### config.mk
export PLATFORM = sky130hd
export DESIGN_NAME = fetch_stage
export DESIGN_NICKNAME = d
export VERILOG_FILES = /design/src/rtl/fetch_stage_pkg.sv /design/src/rtl/fetch_stage_npc_gen.sv /design/src/rtl/fetch_stage.sv
export SDC_FILE = /design/constraint.sdc
export NUM_CORES = 1
export LEC_CHECK = 0
export ABC_CLOCK_PERIOD_IN_PS = 2800
export CORE_AREA = 2 2 163 165
export CTS_BUF_LIST = sky130_fd_sc_hd__clkbuf_16
export DETAILED_ROUTE_END_ITERATION = 6
export DIE_AREA = 0 0 165 167
export PLACE_DENSITY = 0.86
export SYNTH_ARGS = -nofsm -noshare
export SYNTH_HDL_FRONTEND = slang
export SYNTH_SLANG_ARGS = --single-unit
### constraint.sdc
create_clock -name clk -period 2.8 [get_ports clk]
set_input_delay 0.42 -clock clk [delete_from_list [all_inputs] [get_ports clk]]
set_output_delay 0.42 -clock clk [all_outputs]
set_load 0.02 [all_outputs]
### src/rtl/fetch_stage_pkg.sv
// Shared definitions for the instruction-fetch stage.
//  - next-PC operation codes driven by the controller (resolved in EX)
//  - default reset PC and the canonical nop instruction
//  - fetch FSM state encoding
//  - word_align helper used when forming redirect targets
package fetch_stage_pkg;

  // Next-PC operation selects (ex_npc_op)
  localparam logic [1:0] NPC_PC4  = 2'd0;
  localparam logic [1:0] NPC_BR   = 2'd1;
  localparam logic [1:0] NPC_JAL  = 2'd2;
  localparam logic [1:0] NPC_JALR = 2'd3;

  localparam logic [31:0] DEFAULT_RESET_PC = 32'h0000_0000;
  localparam logic [31:0] NOP_INST         = 32'h0000_0013;

  // Fetch FSM states
  //  StIdle : one quiet cycle after reset
  //  StReq  : request outstanding at pc
  //  StHold : response parked in the hold buffer, waiting for IF/ID to drain
  //  StDrop : a request issued before a redirect is still outstanding; its
  //           response is thrown away
  typedef enum logic [1:0] {
    StIdle = 2'd0,
    StReq  = 2'd1,
    StHold = 2'd2,
    StDrop = 2'd3
  } fetch_state_e;

  function automatic logic [31:0] word_align(input logic [31:0] addr);
    return addr & 32'hFFFF_FFFC;
  endfunction

endpackage

### src/rtl/fetch_stage_npc_gen.sv
// Next-PC generator (purely combinational).
// Decides whether the instruction in EX redirects fetch and where to.
// Ports:
//  ex_valid    in   EX holds a live instruction
//  ex_npc_op   in   0 pc+4, 1 branch, 2 jal, 3 jalr
//  ex_br_true  in   branch condition result
//  ex_pc       in   PC of the EX instruction
//  ex_imm      in   sign-extended immediate
//  ex_alu_c    in   ALU result (rs1 + imm for jalr)
//  redirect    out  fetch must restart at target
//  target      out  word-aligned redirect address
module fetch_stage_npc_gen
  import fetch_stage_pkg::*;
(
  input  logic        ex_valid,
  input  logic [1:0]  ex_npc_op,
  input  logic        ex_br_true,
  input  logic [31:0] ex_pc,
  input  logic [31:0] ex_imm,
  input  logic [31:0] ex_alu_c,
  output logic        redirect,
  output logic [31:0] target
);

  logic        take;
  logic [31:0] raw_target;

  always_comb begin
    take       = 1'b0;
    raw_target = ex_pc + ex_imm;
    unique case (ex_npc_op)
      NPC_PC4:  take = 1'b0;
      NPC_BR:   take = ex_br_true;
      NPC_JAL:  take = 1'b1;
      NPC_JALR: begin
        take       = 1'b1;
        raw_target = ex_alu_c & 32'hFFFF_FFFE;
      end
      default:  take = 1'b0;
    endcase
  end

  assign redirect = ex_valid & take;
  // Instruction memory is word addressed; low bits are never meaningful.
  assign target   = word_align(raw_target);

endmodule

### src/rtl/fetch_stage.sv
// Instruction-fetch stage.
// Owns the PC, issues one request at a time to a variable-latency instruction
// memory and presents the fetched word to decode through the IF/ID register
// with a valid/ready handshake. Redirects from EX and reset take priority.
// Ports:
//  clk, rst                      clock, synchronous active-high reset
//  imem_req/imem_addr            fetch request and word-aligned address
//  imem_ready/imem_rdata         response strobe (completes request) and data
//  id_valid/id_ready             IF/ID handshake (id_ready=0 is a decode stall)
//  id_pc/id_pc4/id_inst          IF/ID register contents
//  ex_valid, ex_npc_op, ex_br_true, ex_pc, ex_imm, ex_alu_c
//                                EX-stage control-flow resolution inputs
module fetch_stage
  import fetch_stage_pkg::*;
#(
  parameter logic [31:0] RESET_PC = DEFAULT_RESET_PC
) (
  input  logic        clk,
  input  logic        rst,
  output logic        imem_req,
  output logic [31:0] imem_addr,
  input  logic        imem_ready,
  input  logic [31:0] imem_rdata,
  output logic        id_valid,
  input  logic        id_ready,
  output logic [31:0] id_pc,
  output logic [31:0] id_pc4,
  output logic [31:0] id_inst,
  input  logic        ex_valid,
  input  logic [1:0]  ex_npc_op,
  input  logic        ex_br_true,
  input  logic [31:0] ex_pc,
  input  logic [31:0] ex_imm,
  input  logic [31:0] ex_alu_c
);

  fetch_state_e state;
  logic [31:0]  pc;
  logic [31:0]  hold_pc;
  logic [31:0]  hold_inst;

  logic         redirect;
  logic [31:0]  target;
  logic [31:0]  pc_plus4;
  logic         slot_free;

  fetch_stage_npc_gen u_npc_gen (
    .ex_valid   (ex_valid),
    .ex_npc_op  (ex_npc_op),
    .ex_br_true (ex_br_true),
    .ex_pc      (ex_pc),
    .ex_imm     (ex_imm),
    .ex_alu_c   (ex_alu_c),
    .redirect   (redirect),
    .target     (target)
  );

  assign pc_plus4  = pc + 32'd4;
  assign slot_free = ~id_valid | id_ready;

  // Single FSM block; imem_req/imem_addr are registered alongside the state.
  // imem_addr keeps the in-flight address while in StDrop even though pc has
  // already moved to the redirect target.
  always_ff @(posedge clk) begin
    if (rst) begin
      state     <= StIdle;
      pc        <= RESET_PC;
      imem_req  <= 1'b0;
      imem_addr <= RESET_PC;
      id_valid  <= 1'b0;
      id_pc     <= 32'h0000_0000;
      id_pc4    <= 32'h0000_0004;
      id_inst   <= NOP_INST;
      hold_pc   <= 32'h0000_0000;
      hold_inst <= NOP_INST;
    end else if (redirect) begin
      pc       <= target;
      id_valid <= 1'b0;
      imem_req <= 1'b1;
      unique case (state)
        StReq: begin
          if (imem_ready) begin
            // Response for the wrong path completes here and is discarded.
            state     <= StReq;
            imem_addr <= target;
          end else begin
            state <= StDrop;
          end
        end
        StDrop: begin
          state <= StDrop;
        end
        StIdle, StHold: begin
          // Leaving StHold implicitly invalidates the hold buffer.
          state     <= StReq;
          imem_addr <= target;
        end
        default: begin
          state     <= StReq;
          imem_addr <= target;
        end
      endcase
    end else begin
      unique case (state)
        StIdle: begin
          state     <= StReq;
          imem_req  <= 1'b1;
          imem_addr <= pc;
        end
        StReq: begin
          if (imem_ready) begin
            pc        <= pc_plus4;
            imem_addr <= pc_plus4;
            if (slot_free) begin
              id_valid <= 1'b1;
              id_pc    <= pc;
              id_pc4   <= pc_plus4;
              id_inst  <= imem_rdata;
            end else begin
              hold_pc   <= pc;
              hold_inst <= imem_rdata;
              imem_req  <= 1'b0;
              state     <= StHold;
            end
          end else if (id_ready) begin
            id_valid <= 1'b0;
          end
        end
        StHold: begin
          if (id_ready) begin
            // pc already points past the buffered word, so it is the link value.
            id_valid <= 1'b1;
            id_pc    <= hold_pc;
            id_pc4   <= pc;
            id_inst  <= hold_inst;
            imem_req <= 1'b1;
            state    <= StReq;
          end
        end
        StDrop: begin
          if (imem_ready) begin
            imem_addr <= pc;
            state     <= StReq;
          end
          if (id_ready) begin
            id_valid <= 1'b0;
          end
        end
        default: begin
          state    <= StIdle;
          imem_req <= 1'b0;
        end
      endcase
    end
  end

endmodule

==> results of run 1 <==
==> final cells by class <==
cell class	count	area share [%]
clock inverter	17	0.766
timing repair buffer	386	22.8
sequential	218	27.3
inverter	14	0.328
clock buffer	23	3.59
multi-input combinational	1084	42.6
tap	335	2.62
==> metal layers <==
layer  routed length (µm)  track usage, %
met1                15700            34.2
met3                 2850            5.16
met5                    0               0
met2                16400            39.6
met4                  902            7.49
==> logic make-up (layout without fill, tap and decap cells) <==
kind of cell | after synthesis | count (layout) | share of synthesized area, %
simple gates | 513 | 513 | 18.8
compound gates | 361 | 361 | 21.4
flops | 218 | 218 | 37.4
buf+inv | 146 | 440 | 5.12
xor+xnor | 102 | 102 | 7.66
mux | 66 | 66 | 5.66
fa+ha+maj | 36 | 36 | 3.86
other cells | 1 | 6 | 0.0321
==> worst reg2reg max path: stages (launching register included) <==
cell and delay, ns:
dfxtp_1 0.44, nand3_1 0.18, nor3_2 0.24, nand2_1 0.16, nor2_1 0.25, nand3_1 0.23
or3_1 0.37, a311oi_1 0.36, a21oi_1 0.07, nor2_1 0.10
==> worst max path at each step <==
| stage | startpoint | end | slack [ns] | cells after the start |
|---|---|---|---|---|
| after global routing | ex_pc[7] | imem_addr[27] | -0.06 | 11 |
| final | ex_pc[12] | pc[26] | 0.08 | 11 |
| after CTS | ex_pc[13] | pc[31] | 0.02 | 12 |
| after detailed placement | ex_pc[11] | pc[26] | -0.46 | 11 |
| after floorplan | ex_pc[15] | imem_addr[31] | 0.11 | 10 |
| after global placement | ex_pc[11] | pc[26] | -0.37 | 11 |
==> synthesized netlist by cell type (all sizes together), types with 2 or more instances <==
master   number
nor2b         9
or3          12
inv          13
a211o         2
o31ai        15
nand2       217
mux2i        66
a21oi       111
o211ai        5
o21ai        34
nor3b         2
and4          3
xnor2        62
a311oi        8
a31o          4
buf          37
o311ai        2
a221oi        4
and2          8
nor2        170
nor4          4
o2111ai       2
and3         11
a211oi      132
dfxtp       218
o211a         6
a32o          2
nand4        12
xor2         40
ha           36
a31oi         8
o21a          8
clkbuf       95
nor3         25
o21bai        4
nand3        39
a21o          7
==> where the power goes <==
| part | leakage (nW) | internal [W] | switching, W |
|---|---|---|---|
| registers | 1.79 | 0.00360 | 0.000337 |
| clock network | 0.366 | 0.00166 | 0.00119 |
| logic | 3.66 | 0.00194 | 0.00233 |
| total | 5.81 | 0.00721 | 0.00386 |
==> metrics by stage <==
stage	setup TNS, ns	worst slack (ns)	hold slack [ns]	utilization, %
floorplan	0	0.114	0.436	-
global placement	-10.10	-0.372	0.441	59.2
detailed placement	-13.39	-0.457	0.447	59.2
CTS	0	0.0201	0.349	61.9
global route	-0.0859	-0.0633	0.366	62.2
finish	0	0.0826	0.356	62.2
==> repair_timing <==
item,4_1_cts,5_1_grt
endpoints found under the hold margin,0,0
resized for setup,0,16
setup buffers,0,0
endpoints found under the setup margin,0,21
==> sequential cells by signal (all words and copies together) (netlist names) <==
signal     flops
id_pc4        30
imem_req       1
hold_inst     32
imem_addr     30
state          2
pc            30
id_inst       32
id_valid       1
hold_pc       30
id_pc         30
==> impl_metrics.csv, run 1 <==
group,metric,value,unit
outcome,status,"finished, final reports clean",
final_layout,layout-drive-gt1-share,11.8,%
floorplan,num_rows,59,
detailed_routing,wire_per_inst,17.3,µm
place,dpl.hpwl,26.4,mm
final_layout,diodes,0,
cts,cts_made_buffers,22,
worst_hold_path,holdCritPathClass,"in2reg",
sta,clock-skew-final,0.00752,ns
yosys,yosysTopAreaCell,"dfxtp_1",
global_routing,grt-ovfl-total,0,
global_routing,grt_pass1_vias,10900,
setup_path,max_stage_delay,0.41,ns
global_routing,grt_util_all_layers,25.0,%
yosys,syn_area_per_cell,8.08,µm²
setup_path,ff2ff_path_depth,9,
sta,max-slew-margin-rel,54.9,%
worst_hold_path,worstHoldStart,"rst",
setup_path,reg2reg_from,"pc[4]",
sta,drv_slew,0,
cts,cts_buffer_depth,3,
cts,clkLatencyLatePin,0.50,ns
global_routing,grt_first_pass_wirelength,56.2,mm
place,dp.cells,2037,
cts,cts_htree_levels,1,
run,maxCapViolations,0,
place,port_buffers,257,
setup_path,worstSetupPathType,"in2reg",
cts,cts_hold_buf,0,
setup_path,rr_endpoint,"imem_addr[15]",
detailed_routing,dr.first_iter.drc_count,1161,
yosys,syn_area,0.0117,mm²
worst_hold_path,min_path_cells,2,
final_layout,layout.cells.non_filler,2077,
yosys,yosysUniqueCellTypes,67,
worst_hold_path,min_to,"hold_inst[24]",
global_routing,grt_max_degree,130,
detailed_routing,post-route-drc-count,0,
floorplan,pin_count,266,
sta,fin_crit_sh,97.0,%
detailed_routing,drtPass1Iterations,6,
setup_path,reg2reg_slack,0.32,ns
floorplan,initial_core_util,45.3,%
yosys,synth_area_leaders,"dfxtp_1 37%, a211oi_1 8.4%, nand2_1 6.9%",
place,placed_cell_area,0.0152,mm²
yosys,ys_ff_latch,218,
power,power.density,691,mW/mm²
detailed_routing,ant_nets,0,
floorplan,die_x,165,µm
floorplan,die_h,167,µm
power,irDropWorstVdd,0.000541,V
global_routing,antenna_found_initial,0,
cts,clock_sinks,218,
sta,fmax,368,MHz
final_layout,final_common_cell,"clkdlybuf4s50_1",
floorplan,coreArea,0.0258,mm²
sta,setup_viol,0,
final_layout,layout_common_cells,"256 x clkdlybuf4s50_1, 217 x dfxtp_1, 215 x nand2_1, 169 x nor2_1, 127 x a211oi_1",
final_layout,n_fill_cell,2089,
detailed_routing,via_per_inst,5.51,
setup_path,crit_chain,"clkdlybuf4s50_1, ha_1, and4_1, a21oi_1, o21ai_0, a221oi_2, o211a_4, o21ai_2, a211o_1, a221oi_2, a211oi_1",
sta,fin_crit,2.72,ns
setup_path,path_delay_family,"compound AO/OA/AOI/OAI gates",
cts,cts_tree,"yes",
final_layout,nets,1898,
final_layout,multi_input_area,0.00683,mm²
setup_path,cp_data_required_time,3.16,ns
yosys,ys_async_sr_fraction,0,%
floorplan,die_area,0.0276,mm²
yosys,yosysSeqAreaShare,37.4,%
yosys,synth_warnings,0,
detailed_routing,wirelength,35.9,mm
final_layout,post-route-cell-area,0.0160,mm²
final_layout,syn2layout_area_growth,37.3,%
sta,hold_viol_final,0,
yosys,synthCells,1443,
setup_path,critical_path.most_common_cell,"a221oi_2",
yosys,synth_edf_count,0,
detailed_routing,vias,11400,
final_layout,regArea,0.00437,mm²
yosys,synth_top_area_share,37.4,%
cts,clockRootBuffer,"clkbuf_16",
setup_path,slowest_stage,"clkdlybuf4s50_1",
setup_path,worst-path-max-fanout,4,
cts,clkTransAtPathRegs,0.06,ns
setup_path,cp-start-kind,"primary input",
setup_path,cp.arrival,3.08,ns
sta,tightestPinTransition,0.666,ns
setup_path,worst-path-buf-inv,1,
power,p_leak,5.81,nW
setup_path,worst_setup_path_end_kind,"flop",
yosys,ys.flop_type,"dfxtp_1",
power,power.total,0.0111,W
place,gp_congestion,0.900,
No activity file was read; power rests on OpenSTA's default activity.
==> run 2, diff against run 1 <==
--- a/config.mk
+++ b/config.mk
@@ -11,6 +11,7 @@
 export DETAILED_ROUTE_END_ITERATION = 6
 export DIE_AREA = 0 0 165 167
 export PLACE_DENSITY = 0.86
+export SLEW_MARGIN = 20
 export SYNTH_ARGS = -nofsm -noshare
 export SYNTH_HDL_FRONTEND = slang
 export SYNTH_SLANG_ARGS = --single-unit
==> results of run 2 <==
No change in the layout: final DEF, timing and power equal those of run 1.
